### config.mk
export PLATFORM = sky130hd
export DESIGN_NAME = fetch_unit_flat
export DESIGN_NICKNAME = d
export VERILOG_FILES = /design/src/rtl/fetch_unit_pkg.sv /design/src/rtl/fetch_unit_if.sv /design/src/rtl/fetch_skid_fifo.sv /design/src/rtl/fetch_unit.sv /design/src/flat_wrapper.sv
export SDC_FILE = /design/constraint.sdc
export NUM_CORES = 1
export LEC_CHECK = 0
export CAP_MARGIN = 20
export CORE_MARGIN = 5
export CORE_UTILIZATION = 58
export CTS_CLUSTER_SIZE = 14
export DETAILED_ROUTE_END_ITERATION = 10
export PLACE_DENSITY = 0.87
export SYNTH_ARGS = -nofsm -noshare
export SYNTH_HDL_FRONTEND = slang
export SYNTH_HIERARCHICAL = 1
export SYNTH_SLANG_ARGS = --single-unit
### constraint.sdc
create_clock -name clk -period 7.45 [get_ports clk]
set_input_delay 1.49 -clock clk [delete_from_list [all_inputs] [get_ports clk]]
set_output_delay 1.49 -clock clk [all_outputs]
set_load 0.03 [all_outputs]
### src/rtl/fetch_unit_pkg.sv
// Shared widths, depths and the buffered {pc, instr} entry type for the fetch unit slice.
package fetch_unit_pkg;

  localparam int unsigned INSTR_W     = 32;
  localparam int unsigned ADDR_W      = 32;
  localparam int unsigned FETCH_DEPTH = 2;
  localparam int unsigned CNT_W       = $clog2(FETCH_DEPTH + 1);

  localparam logic [ADDR_W-1:0] RESET_PC_DEFAULT = 32'h0000_0000;

  typedef struct packed {
    logic [ADDR_W-1:0]  pc;
    logic [INSTR_W-1:0] instr;
  } fetch_entry_t;

endpackage

### src/rtl/fetch_unit_if.sv
// Instruction-memory, redirect and instruction-delivery signals of the fetch unit.
interface fetch_unit_if;
  import fetch_unit_pkg::*;

  logic [ADDR_W-1:0]  imem_addr;
  logic [INSTR_W-1:0] imem_data;
  logic               redirect_valid;
  logic [ADDR_W-1:0]  redirect_pc;
  logic               instr_valid;
  logic               instr_ready;
  logic [INSTR_W-1:0] instr;
  logic [ADDR_W-1:0]  instr_pc;

  // Fetch unit side: drives the memory address and the instruction stream.
  modport master (
    output imem_addr,
    input  imem_data,
    input  redirect_valid,
    input  redirect_pc,
    output instr_valid,
    input  instr_ready,
    output instr,
    output instr_pc
  );

  // Environment side: memory, redirect source and instruction consumer.
  modport slave (
    input  imem_addr,
    output imem_data,
    output redirect_valid,
    output redirect_pc,
    input  instr_valid,
    output instr_ready,
    input  instr,
    input  instr_pc
  );

endinterface

### src/rtl/fetch_skid_fifo.sv
// Two-entry in-order buffer of fetched {pc, instr}; pop is applied before push, flush overrides push.
module fetch_skid_fifo
  import fetch_unit_pkg::*;
(
  input  logic             clk,
  input  logic             rst_n,
  input  logic             push_i,
  input  fetch_entry_t     push_entry_i,
  input  logic             pop_i,
  input  logic             flush_i,
  output logic [CNT_W-1:0] count_o,
  output fetch_entry_t     head_o
);

  fetch_entry_t     slot_q [FETCH_DEPTH];
  fetch_entry_t     slot_d [FETCH_DEPTH];
  logic [CNT_W-1:0] count_q, count_d;
  logic [CNT_W-1:0] count_pop;
  logic             pop_ok;

  always_comb begin
    slot_d    = slot_q;
    pop_ok    = pop_i && (count_q != '0);
    count_pop = count_q - CNT_W'(pop_ok);
    if (pop_ok) begin
      slot_d[0] = slot_q[1];
    end
    count_d = count_pop;
    // Slot 0 is always the head, so a push lands just behind whatever survives the pop.
    if (flush_i) begin
      count_d = '0;
    end else if (push_i && (count_pop < CNT_W'(FETCH_DEPTH))) begin
      if (count_pop == '0) begin
        slot_d[0] = push_entry_i;
      end else begin
        slot_d[1] = push_entry_i;
      end
      count_d = count_pop + CNT_W'(1);
    end
  end

  always_ff @(posedge clk or negedge rst_n) begin
    if (!rst_n) begin
      count_q <= '0;
      for (int unsigned i = 0; i < FETCH_DEPTH; i++) begin
        slot_q[i] <= '0;
      end
    end else begin
      count_q <= count_d;
      slot_q  <= slot_d;
    end
  end

  assign count_o = count_q;
  assign head_o  = slot_q[0];

endmodule

### src/rtl/fetch_unit.sv
// Sequential instruction fetch with one outstanding memory read, a 2-entry output buffer and redirect.
module fetch_unit
  import fetch_unit_pkg::*;
#(
  parameter logic [ADDR_W-1:0] RESET_PC = RESET_PC_DEFAULT
) (
  input  logic          clk,
  input  logic          reset,
  fetch_unit_if.master  bus
);

  logic [ADDR_W-1:0] pc_q, pc_d;
  logic              inflight_q, inflight_d;
  logic [ADDR_W-1:0] inflight_pc_q, inflight_pc_d;

  logic [CNT_W-1:0]  fifo_count;
  fetch_entry_t      head;
  fetch_entry_t      push_entry;
  logic              pop;
  logic              push;
  logic              issue;
  logic [CNT_W:0]    occupancy;
  logic [ADDR_W-1:0] redirect_aligned;

  assign bus.instr_valid = (fifo_count != '0);
  assign pop             = bus.instr_valid && bus.instr_ready;
  assign redirect_aligned = bus.redirect_pc & ~ADDR_W'(3);

  // Occupancy counts buffered plus in-flight words, so a new issue never outruns buffer space.
  assign occupancy = {1'b0, fifo_count} + (CNT_W + 1)'(inflight_q);
  assign issue     = !bus.redirect_valid &&
                     (occupancy <= ((CNT_W + 1)'(1) + (CNT_W + 1)'(pop)));

  always_comb begin
    pc_d          = pc_q;
    inflight_d    = 1'b0;
    inflight_pc_d = inflight_pc_q;
    if (bus.redirect_valid) begin
      pc_d = redirect_aligned;
    end else if (issue) begin
      pc_d          = pc_q + ADDR_W'(4);
      inflight_d    = 1'b1;
      inflight_pc_d = pc_q;
    end
  end

  always_ff @(posedge clk or negedge reset) begin
    if (!reset) begin
      pc_q          <= RESET_PC;
      inflight_q    <= 1'b0;
      inflight_pc_q <= '0;
    end else begin
      pc_q          <= pc_d;
      inflight_q    <= inflight_d;
      inflight_pc_q <= inflight_pc_d;
    end
  end

  assign push             = inflight_q && !bus.redirect_valid;
  assign push_entry.pc    = inflight_pc_q;
  assign push_entry.instr = bus.imem_data;

  fetch_skid_fifo u_fifo (
    .clk          (clk),
    .rst_n        (reset),
    .push_i       (push),
    .push_entry_i (push_entry),
    .pop_i        (pop),
    .flush_i      (bus.redirect_valid),
    .count_o      (fifo_count),
    .head_o       (head)
  );

  assign bus.imem_addr = pc_q;
  assign bus.instr     = head.instr;
  assign bus.instr_pc  = head.pc;

endmodule

### src/flat_wrapper.sv
// flat-port wrapper written by rule: the top's interface ports become plain ports
module fetch_unit_flat import fetch_unit_pkg::*;
#(
  parameter logic [ADDR_W-1:0] RESET_PC = RESET_PC_DEFAULT
)
  (clk, reset, bus_imem_addr, bus_imem_data, bus_redirect_valid, bus_redirect_pc, bus_instr_valid, bus_instr_ready, bus_instr, bus_instr_pc);
  fetch_unit_if bus_i ();
  input  logic clk;
  input  logic reset;
  output wire logic [$bits(bus_i.imem_addr)-1:0] bus_imem_addr;
  input wire logic [$bits(bus_i.imem_data)-1:0] bus_imem_data;
  input wire logic [$bits(bus_i.redirect_valid)-1:0] bus_redirect_valid;
  input wire logic [$bits(bus_i.redirect_pc)-1:0] bus_redirect_pc;
  output wire logic [$bits(bus_i.instr_valid)-1:0] bus_instr_valid;
  input wire logic [$bits(bus_i.instr_ready)-1:0] bus_instr_ready;
  output wire logic [$bits(bus_i.instr)-1:0] bus_instr;
  output wire logic [$bits(bus_i.instr_pc)-1:0] bus_instr_pc;
  assign bus_imem_addr = bus_i.imem_addr;
  assign bus_i.imem_data = bus_imem_data;
  assign bus_i.redirect_valid = bus_redirect_valid;
  assign bus_i.redirect_pc = bus_redirect_pc;
  assign bus_instr_valid = bus_i.instr_valid;
  assign bus_i.instr_ready = bus_instr_ready;
  assign bus_instr = bus_i.instr;
  assign bus_instr_pc = bus_i.instr_pc;
  fetch_unit #(.RESET_PC(RESET_PC)) u_core (.clk(clk), .reset(reset), .bus(bus_i));
endmodule
==> results.cfg, run 1 <==
[outcome]
status = complete, no violations

[setup_path]
critPathLaunchType = input port
end_kind = register
crit_slowest_cell = nor2_4
critPathKind = in -> reg
cp.arrival_ns = 4.51
crit_required_ns = 7.76
slowest_delay_ns = 0.79
worstPathMaxFanout = 31
cp_num_buf_inv = 3
critical_path.cell_chain = clkdlybuf4s50_1 -> and2_1 -> inv_1 -> fa_1 -> nor3b_1 -> o21a_1 -> buf_4 -> nor2_4 -> mux2_2
cp_top_family = simple AND/OR/NAND/NOR gates

[place]
globalplace.congestion = 0.8427
dpl_cell_area_um2 = 10660
io_buffers = 160
dpl.hpwl_mm = 13.22

[clocking]
cts_made_buffers = 17
root_buffer = clkbuf_16
h-tree-depth = 4
ctsHoldBuffers = 0
post_cts_buffers = 0
cts_tree = done
cts_resized = 0
insertion_delay_ns = 0.43
path_clk_slew_ns = 0.07
cts.sinks = 191
clockBufferDepth = 2

[yosys]
synth-seq-area-share_pct = 50.61
synth-seq-cells = 191
syn-mean-instance-area_um2 = 13.63
netlist_area_um2 = 9444
synth.distinct_cells = 49
postSynth.asyncResetShare_pct = 100.0
synth-main-ff-cell = dfrtp_1
synth_edf_count = 0
post_synth_inst_count = 693
synth_warnings = 6

[sta]
finalCritPeriodShare_pct = 56.36
slew_headroom_pct = 33.83
fmaxAchievable_ghz = 0.2382
period_minus_slack_ns = 4.199
setup_viol = 0
worstMarginPinSlew_ns = 0.9901
worst_clock_skew_ns = 0.01259
tns_ns = 0
hold_viol = 0
report.final.slew_viol_count = 0
rsz0062_at_grt = false

[final_layout]
final_nets = 857
postLayoutCellArea_um2 = 11240
antenna_cells = 0
drive_above_1_share_pct = 34.05
fillerInstances = 1088
area_growth_pct = 18.98

[drt]
drt-pass1-iter-count = 4
drc = 0
postRouteAntennaNets = 0
post_drt_via_cell_ratio = 5.519
drt-initial-drc-count = 290
wl_per_cell_um = 19.30
vias = 5585
wl_mm = 19.53

[floorplan]
fp.coreArea_um2 = 15940
fp.dieH_um = 137.6
die-area_um2 = 18940
die_w_um = 137.6
rows = 46
start_util_pct = 59.24
ios = 165

[power]
p_leak_nw = 5.021
powerDensity_nw_per_um2 = 400.3
vdd.ir_drop.worst_mv = 0.2120

[flow_run]
drv_cap = 0

[global_route]
grt_max_degree = 116
antenna_found_initial = 0
track_usage_pct = 21.56
grt_pass1_vias = 6144
grt_first_pass_wirelength_mm = 31.87
overflow = 0

[worst_hold_path]
hp-class = reg -> reg
-- routing by layer --
metal | up-vias | part of all wire [%] | global-route usage, %
li1 | 2538 | - | -
met1 | 2859 | 44 | 28.55
met2 | 169 | 48 | 35.01
met3 | 19 | 6.1 | 5.515
met4 | 0 | 1.5 | 6.707
met5 | - | 0 | 0
-- per-stage QoR --
step / instances / power, mW / utilization, % / setup WS (ns) / hold WS (ns)
floorplan: 698 / 3.212 / - / 3.614 / 0.4541
global placement: 979 / 3.534 / 66.72 / 2.451 / 0.4633
detailed placement: 980 / 3.647 / 66.89 / 2.799 / 0.4764
CTS: 1012 / 4.538 / 70.48 / 3.268 / 0.4923
global route: 1012 / 4.733 / 70.48 / 3.114 / 0.5020
finish: 1012 / 4.498 / 70.48 / 3.251 / 0.4912
-- logic make-up after synthesis --
logic type / synth area share (%)
AO/OA/AOI/OAI: 2.080
AND/OR/NAND/NOR: 6.213
multiplexers: 29.20
XOR/XNOR: 2.690
other: 0.03971
flip-flops: 50.61
buffers and inverters: 8.294
adder cells (fa/ha/maj): 0.8744
-- worst paths after layout --
| kind | from | end | slack (ns) | depth (start not counted) |
|---|---|---|---|---|
| worst min-delay path | u_core/u_fifo/slot_q[44] | u_core/u_fifo/slot_q[44] | 0.49 | 1 |
| max in group asynchronous | reset | u_core/u_fifo/slot_q[1] | 4.68 | 2 |
| worst max-delay path | bus_instr_ready | u_core/inflight_pc_q[23] | 3.25 | 9 |
| worst min register to register | u_core/u_fifo/slot_q[44] | u_core/u_fifo/slot_q[44] | 0.49 | 1 |
| worst max register to register | u_core/u_fifo/count_o[1] | u_core/inflight_pc_q[23] | 3.94 | 9 |
| min in group asynchronous | reset | u_core/u_fifo/head_o[26] | 1.16 | 1 |
-- layout by cell type (no fill, tap or decap), types with 3 or more instances in the layout --
cell type / Yosys / layout
o21ai_1: 11 / 11
clkbuf_16: 0 / 17
nand2_1: 36 / 36
inv_1: 5 / 5
nor3_1: 7 / 7
o21ai_0: 16 / 15
buf_4: 66 / 6
clkdlybuf4s50_1: 0 / 158
nor2_1: 8 / 7
clkinvlp_4: 0 / 5
dfrtp_1: 191 / 191
and4_1: 4 / 4
xor2_1: 3 / 3
nor4b_1: 4 / 4
nand3_1: 6 / 6
xnor2_1: 26 / 26
mux2_1: 6 / 6
mux2_2: 158 / 158
nand4_1: 4 / 4
mux2_4: 60 / 60
conb_1: 1 / 6
a21oi_1: 3 / 3
nor4_1: 6 / 6
ha_1: 5 / 5
nor3b_1: 3 / 3
and3_1: 3 / 3
-- registers in the layout (all words and copies together) (netlist names) --
name	flops
u_core/u_fifo/head_o	64
u_core/u_fifo/slot_q	64
u_core/bus.imem_addr	30
u_core/inflight_pc_q	30
u_core/u_fifo/count_o	2
u_core/inflight_q	1
-- area by class of cell --
type                            count  area, um^2  area share (%)
Multi-Input combinational cell    401        3923           34.91
Tap cell                          216       270.3           2.405
Clock inverter                     13       130.1           1.158
Timing Repair Buffer              167        1673           14.89
Inverter                            5       18.77          0.1670
Sequential cell                   191        4780           42.53
Clock buffer                       19       442.9           3.942
-- power by group --
group | total [mW] | switching, mW | internal (mW)
sequential | 1.72 | 0.269 | 1.45
combinational | 1.90 | 0.892 | 1.01
clock | 0.878 | 0.402 | 0.477
-- Yosys cell counts, types with 3 or more instances --
master | n | area, um^2
a21oi_1 | 3 | 15.01
and3_1 | 3 | 18.77
and4_1 | 4 | 35.03
buf_2 | 14 | 70.07
buf_4 | 66 | 495.5
buf_6 | 7 | 78.83
buf_8 | 6 | 90.09
clkbuf_1 | 8 | 30.03
dfrtp_1 | 191 | 4780
ha_1 | 5 | 62.56
inv_1 | 5 | 18.77
mux2_1 | 6 | 67.56
mux2_2 | 158 | 1779
mux2_4 | 60 | 900.9
nand2_1 | 36 | 135.1
nand3_1 | 6 | 30.03
nand4_1 | 4 | 25.02
nor2_1 | 8 | 30.03
nor3_1 | 7 | 35.03
nor3b_1 | 3 | 22.52
nor4_1 | 6 | 37.54
nor4b_1 | 4 | 35.03
o21ai_0 | 16 | 80.08
o21ai_1 | 11 | 55.05
xnor2_1 | 26 | 227.7
xor2_1 | 3 | 26.28
(Power assumes the default switching activity.)
==> inputs of run 2 (changes only) <==
- CORE_UTILIZATION: 58 -> 48
- PLACE_DENSITY: 0.87 -> 0.77
- clock period: 7.45 -> 3.8 ns (I/O delays scaled with it)
==> run 2 against run 1 <==
Non-clock buffer count increased by 5. Flip-flop and latch count unchanged. Combinational power increased by 95%. Routed wire length decreased by 3.7%. Setup slack got worse by 2.7 ns. Via count decreased by 2.5%. Final area increased by 1.2%. Total power increased by 97%. Clock-buffer cell count unchanged. Core utilization decreased by 12 points. First-iteration DRC count decreased by 30%. Critical path type is now reg -> reg. Largest cell class unchanged. Highest routed layer unchanged.
==> results.cfg, run 2 (synthesis results as in run 1) <==
[outcome]
status = complete, no violations

[setup_path]
critPathKind = reg -> reg
worstPathMaxFanout = 31
r2r_slack_ns = 0.57
critPathLaunchType = register
cp_num_buf_inv = 1
reg2regPathDepth = 8
worstReg2RegStart = u_core/u_fifo/count_o[1]
crit_slowest_cell = nor2_4
slowest_delay_ns = 0.75
crit_required_ns = 4.10
crit_start = u_core/u_fifo/count_o[1]
cp_top_family = simple AND/OR/NAND/NOR gates
end_kind = register
cp.depth = 8
critical_path.cell_chain = or2_2 -> and2_1 -> inv_1 -> fa_1 -> nor3b_1 -> o21a_1 -> nor2_4 -> mux2_2
cp.arrival_ns = 3.53

[final_layout]
drive_above_1_share_pct = 34.46
final_common_cell = dfrtp_1
final_nets = 862
area_growth_pct = 20.46
final_cell_mix = dfrtp_1 (191), clkdlybuf4s50_1 (158), mux2_2 (158)
antenna_cells = 0

[power]
p_leak_nw = 5.074
vdd.ir_drop.worst_mv = 0.4826
powerDensity_nw_per_um2 = 779.9
finalPower_mw = 8.872

[global_route]
grt_pass1_vias = 5699
antenna_found_initial = 0
track_usage_pct = 17.22
grt_first_pass_wirelength_mm = 30.64
use_met2_pct = 26.49
grt_busiest_layer = met2
grtUsageMet1_pct = 24.39
overflow = 0
met3_usage_pct = 4.365
grt_max_degree = 100

[clocking]
h-tree-depth = 4
cts.sinks = 191
cts_tree = done
clockBufferDepth = 2
root_buffer = clkbuf_16
insertion_delay_ns = 0.42
post_cts_buffers = 0
ctsHoldBuffers = 0
cts_made_buffers = 17
path_clk_slew_ns = 0.07
cts_resized = 0

[floorplan]
die-area_um2 = 22580
fp.coreArea_um2 = 19400
die_w_um = 150.3
ios = 165
start_util_pct = 48.68
rows = 51
fp.dieH_um = 150.3

[place]
globalplace.congestion = 0.7934
io_buffers = 160
dpl.hpwl_mm = 12.53

[sta]
slew_headroom_pct = 34.04
tns_ns = 0
fmaxAchievable_ghz = 0.3098
hold_viol = 0
setup_viol = 0
report.final.slew_viol_count = 0
rsz0062_at_grt = false
period_minus_slack_ns = 3.228
finalCritPeriodShare_pct = 84.95
worst_clock_skew_ns = 0.01239
worstMarginPinSlew_ns = 0.9871

[drt]
drc = 0
drt-pass1-iter-count = 4
vias = 5447
post_drt_via_cell_ratio = 5.110
drt-initial-drc-count = 203
wl_per_cell_um = 17.64
postRouteAntennaNets = 0
wl_mm = 18.81

[flow_run]
drv_cap = 0

[worst_hold_path]
hp-class = in -> async
## run 2: changes by cell type in the layout (fill, tap and decap cells not counted), sizes merged
cell / delta
inv: +3
bufinv: +1
buf: +5
clkinvlp: -4
## run 2: routing by layer
metal	up-vias	routed length (um)
li1	2540	-
met1	2736	8937
met2	154	8463
met5	-	0
met4	0	225
met3	17	1179
## run 2: final timing paths
path | endpoint
min reg2reg | u_core/u_fifo/slot_q[15]
max reg2reg | u_core/inflight_pc_q[31]
min in group clk | u_core/u_fifo/slot_q[15]
max in group asynchronous | u_core/u_fifo/head_o[48]
min | u_core/u_fifo/head_o[6]
max | u_core/inflight_pc_q[31]
## run 2: power breakdown
part           total (mW)  internal [mW]  switching, mW
combinational        3.70           2.00           1.70
clock                1.84           1.02          0.819
sequential           3.34           2.84          0.503
total                8.87           5.85           3.02
## run 2: area by class of cell
type,count,area (um^2)
fill,1615,8023
sequential,191,4780
multi-input combinational,401,3923
timing repair buffer,172,1715
clock buffer,19,442.9
tap,265,331.6
clock inverter,13,165.2
inverter,5,18.77
## run 2: through the flow
step           instances  cell area (um^2)  utilization [%]  hold slack (ns)  setup WS [ns]
3_5_place_dp        1034             10770            55.51           0.4746         0.1104
3_3_place_gp        1034             10770            55.51           0.4659         0.1639
5_1_grt             1066             11380            58.64           0.4736         0.3480
6_report            1066             11380            58.64           0.3855         0.5718
4_1_cts             1066             11380            58.64           0.4628         0.4989
2_1_floorplan        698              9463                -           0.4541         0.5639
==> inputs of run 3 (changes only) <==
- CORE_UTILIZATION: 48 -> 53
- PLACE_DENSITY: 0.77 -> 0.8
- clock period: 3.8 -> 3.1 ns (I/O delays scaled with it)
==> run 3 against run 2 <==
Sequential power is 23% higher. Final cell count is 3.2% lower. Hold slack better by 0.11 ns. Total power is 24% higher. Non-clock buffer count is 7 higher. Global-route usage is 2.0 points higher. Clock power is 22% higher. Final area is 0.66% higher.
==> results.cfg, run 3 (synthesis results as in run 1) <==
[place]
dpl_cell_area_um2 = 10840
io_buffers = 160
dpl.hpwl_mm = 13.24
globalplace.congestion = 0.8041
place_ws_ns = -0.1540

[sta]
setup_viol = 0
report.final.slew_viol_count = 0
setup_ws_ns = 0.2226
fmaxAchievable_ghz = 0.3475
worstMarginPinSlew_ns = 0.9489
finalCritPeriodShare_pct = 92.82
period_minus_slack_ns = 2.877
worst_clock_skew_ns = 0.006581
slew_headroom_pct = 36.74
rsz0062_at_grt = false
hold_viol = 0

[setup_path]
worstPathMaxFanout = 5
crit_required_ns = 3.45
critical_path.cell_chain = or2_4 -> and2_1 -> inv_1 -> fa_1 -> nor3b_1 -> o21a_1 -> or3_1 -> or4_1 -> a31oi_1
reg2regPathDepth = 9
worstReg2RegStart = u_core/u_fifo/count_o[0]
critPathLaunchType = register
r2r_slack_ns = 0.22
rr_endpoint = u_core/bus.imem_addr[31]
end_kind = register
slowest_delay_ns = 0.44
crit_slowest_cell = fa_1
critPathKind = reg -> reg
cp.arrival_ns = 3.22

[clocking]
cts_resized = 0
cts_tree = done
root_buffer = clkbuf_16
insertion_delay_ns = 0.42
h-tree-depth = 4
ctsHoldBuffers = 1
clockBufferDepth = 2
cts_made_buffers = 17
post_cts_buffers = 0
path_clk_slew_ns = 0.07
cts.sinks = 191

[floorplan]
rows = 48
fp.dieH_um = 143.5
die_w_um = 143.5
die-area_um2 = 20590
fp.coreArea_um2 = 17420
ios = 165
start_util_pct = 54.22

[drt]
wl_per_cell_um = 18.60
drt-initial-drc-count = 273
post_drt_via_cell_ratio = 5.369
drc = 0
drt-pass1-iter-count = 4
postRouteAntennaNets = 0
wl_mm = 19.19
vias = 5541

[final_layout]
final_common_cell = dfrtp_1
postLayoutCellArea_um2 = 11450
final_nets = 869
antenna_cells = 0
drive_above_1_share_pct = 34.70
area_growth_pct = 21.25
final_cell_mix = dfrtp_1 (191), clkdlybuf4s50_1 (158), mux2_2 (158)
final_util_pct = 65.75

[flow_run]
drv_cap = 0

[worst_hold_path]
holdPathEnd = u_core/u_fifo/slot_q[17]
hp-class = reg -> reg
hold_path_depth = 1
worstHoldStart = u_core/u_fifo/slot_q[17]

[outcome]
status = complete, no violations

[global_route]
antenna_found_initial = 0
overflow = 0
grt_first_pass_wirelength_mm = 31.31
track_usage_pct = 19.22
grt_max_degree = 112
grt_pass1_vias = 6050

[power]
vdd.ir_drop.worst_mv = 0.5630
p_leak_nw = 5.128
powerDensity_nw_per_um2 = 963.2
-- run 3: cell types whose count changed in the layout (fill, tap and decap cells not counted), sizes merged --
cell,previous run,this run
buf,13,19
bufinv,2,3
clkbuf,20,21
clkinv,3,2
clkinvlp,1,2
dlygate4sd3,0,1
inv,12,9
-- run 3: area by class of cell --
cell class	count	area [um^2]
fillers	1238	5966
flip-flops and latches	191	4780
multi-input cells	401	3925
repair buffers	179	1846
clock buffers	20	446.7
well taps	225	281.5
clock inverters	11	153.9
inverters	5	18.77
-- run 3: worst max-delay path: cells and delay by family (launching register included) --
kind                       cells  cell delay (ns)
DFF                            1             0.43
AOI/OAI and AO/OA              2             0.43
adders and majority gates      1             0.44
and+or+nand+nor                5             1.42
buffers and inverters          1             0.10
-- run 3: per-layer routing --
layer | up-vias | share of wire [%] | GRT usage, %
li1 | 2567 | - | -
met1 | 2772 | 43 | 25.17
met2 | 178 | 49 | 31.75
met3 | 24 | 7.1 | 5.557
met4 | 0 | 1.1 | 4.856
met5 | - | 0 | 0
-- run 3: stage by stage --
| stage | hold WS (ns) | total power [mW] | instances | TNS, ns |
|---|---|---|---|---|
| after detailed placement | 0.4501 | 8.876 | 1000 | -5.606 |
| after floorplan | 0.3244 | 7.723 | 698 | 0 |
| after global routing | 0.5106 | 11.60 | 1032 | 0 |
| final | 0.4975 | 11.03 | 1032 | 0 |
| after CTS | 0.4992 | 11.14 | 1032 | 0 |
| after global placement | 0.4500 | 8.640 | 1000 | -2.783 |
-- run 3: worst max-delay path by stage --
stage                                        start                       end  slack (ns)  cells after the start
after floorplan           u_core/u_fifo/count_o[1]  u_core/u_fifo/slot_q[12]        0.03                     11
after global placement             bus_instr_ready  u_core/bus.imem_addr[31]       -0.12                      9
after CTS                 u_core/u_fifo/count_o[0]  u_core/bus.imem_addr[31]        0.23                      9
final                     u_core/u_fifo/count_o[0]  u_core/bus.imem_addr[31]        0.22                      9
after detailed placement           bus_instr_ready  u_core/inflight_pc_q[23]       -0.15                     10
after global routing      u_core/u_fifo/count_o[0]  u_core/bus.imem_addr[31]        0.06                      9
-- run 3: where the power goes --
part | leakage [nW] | switching [mW] | total, mW | internal (mW)
Combinational | 2.45 | 2.14 | 4.67 | 2.53
Clock | 0.288 | 0.938 | 2.24 | 1.30
Sequential | 2.39 | 0.638 | 4.12 | 3.48
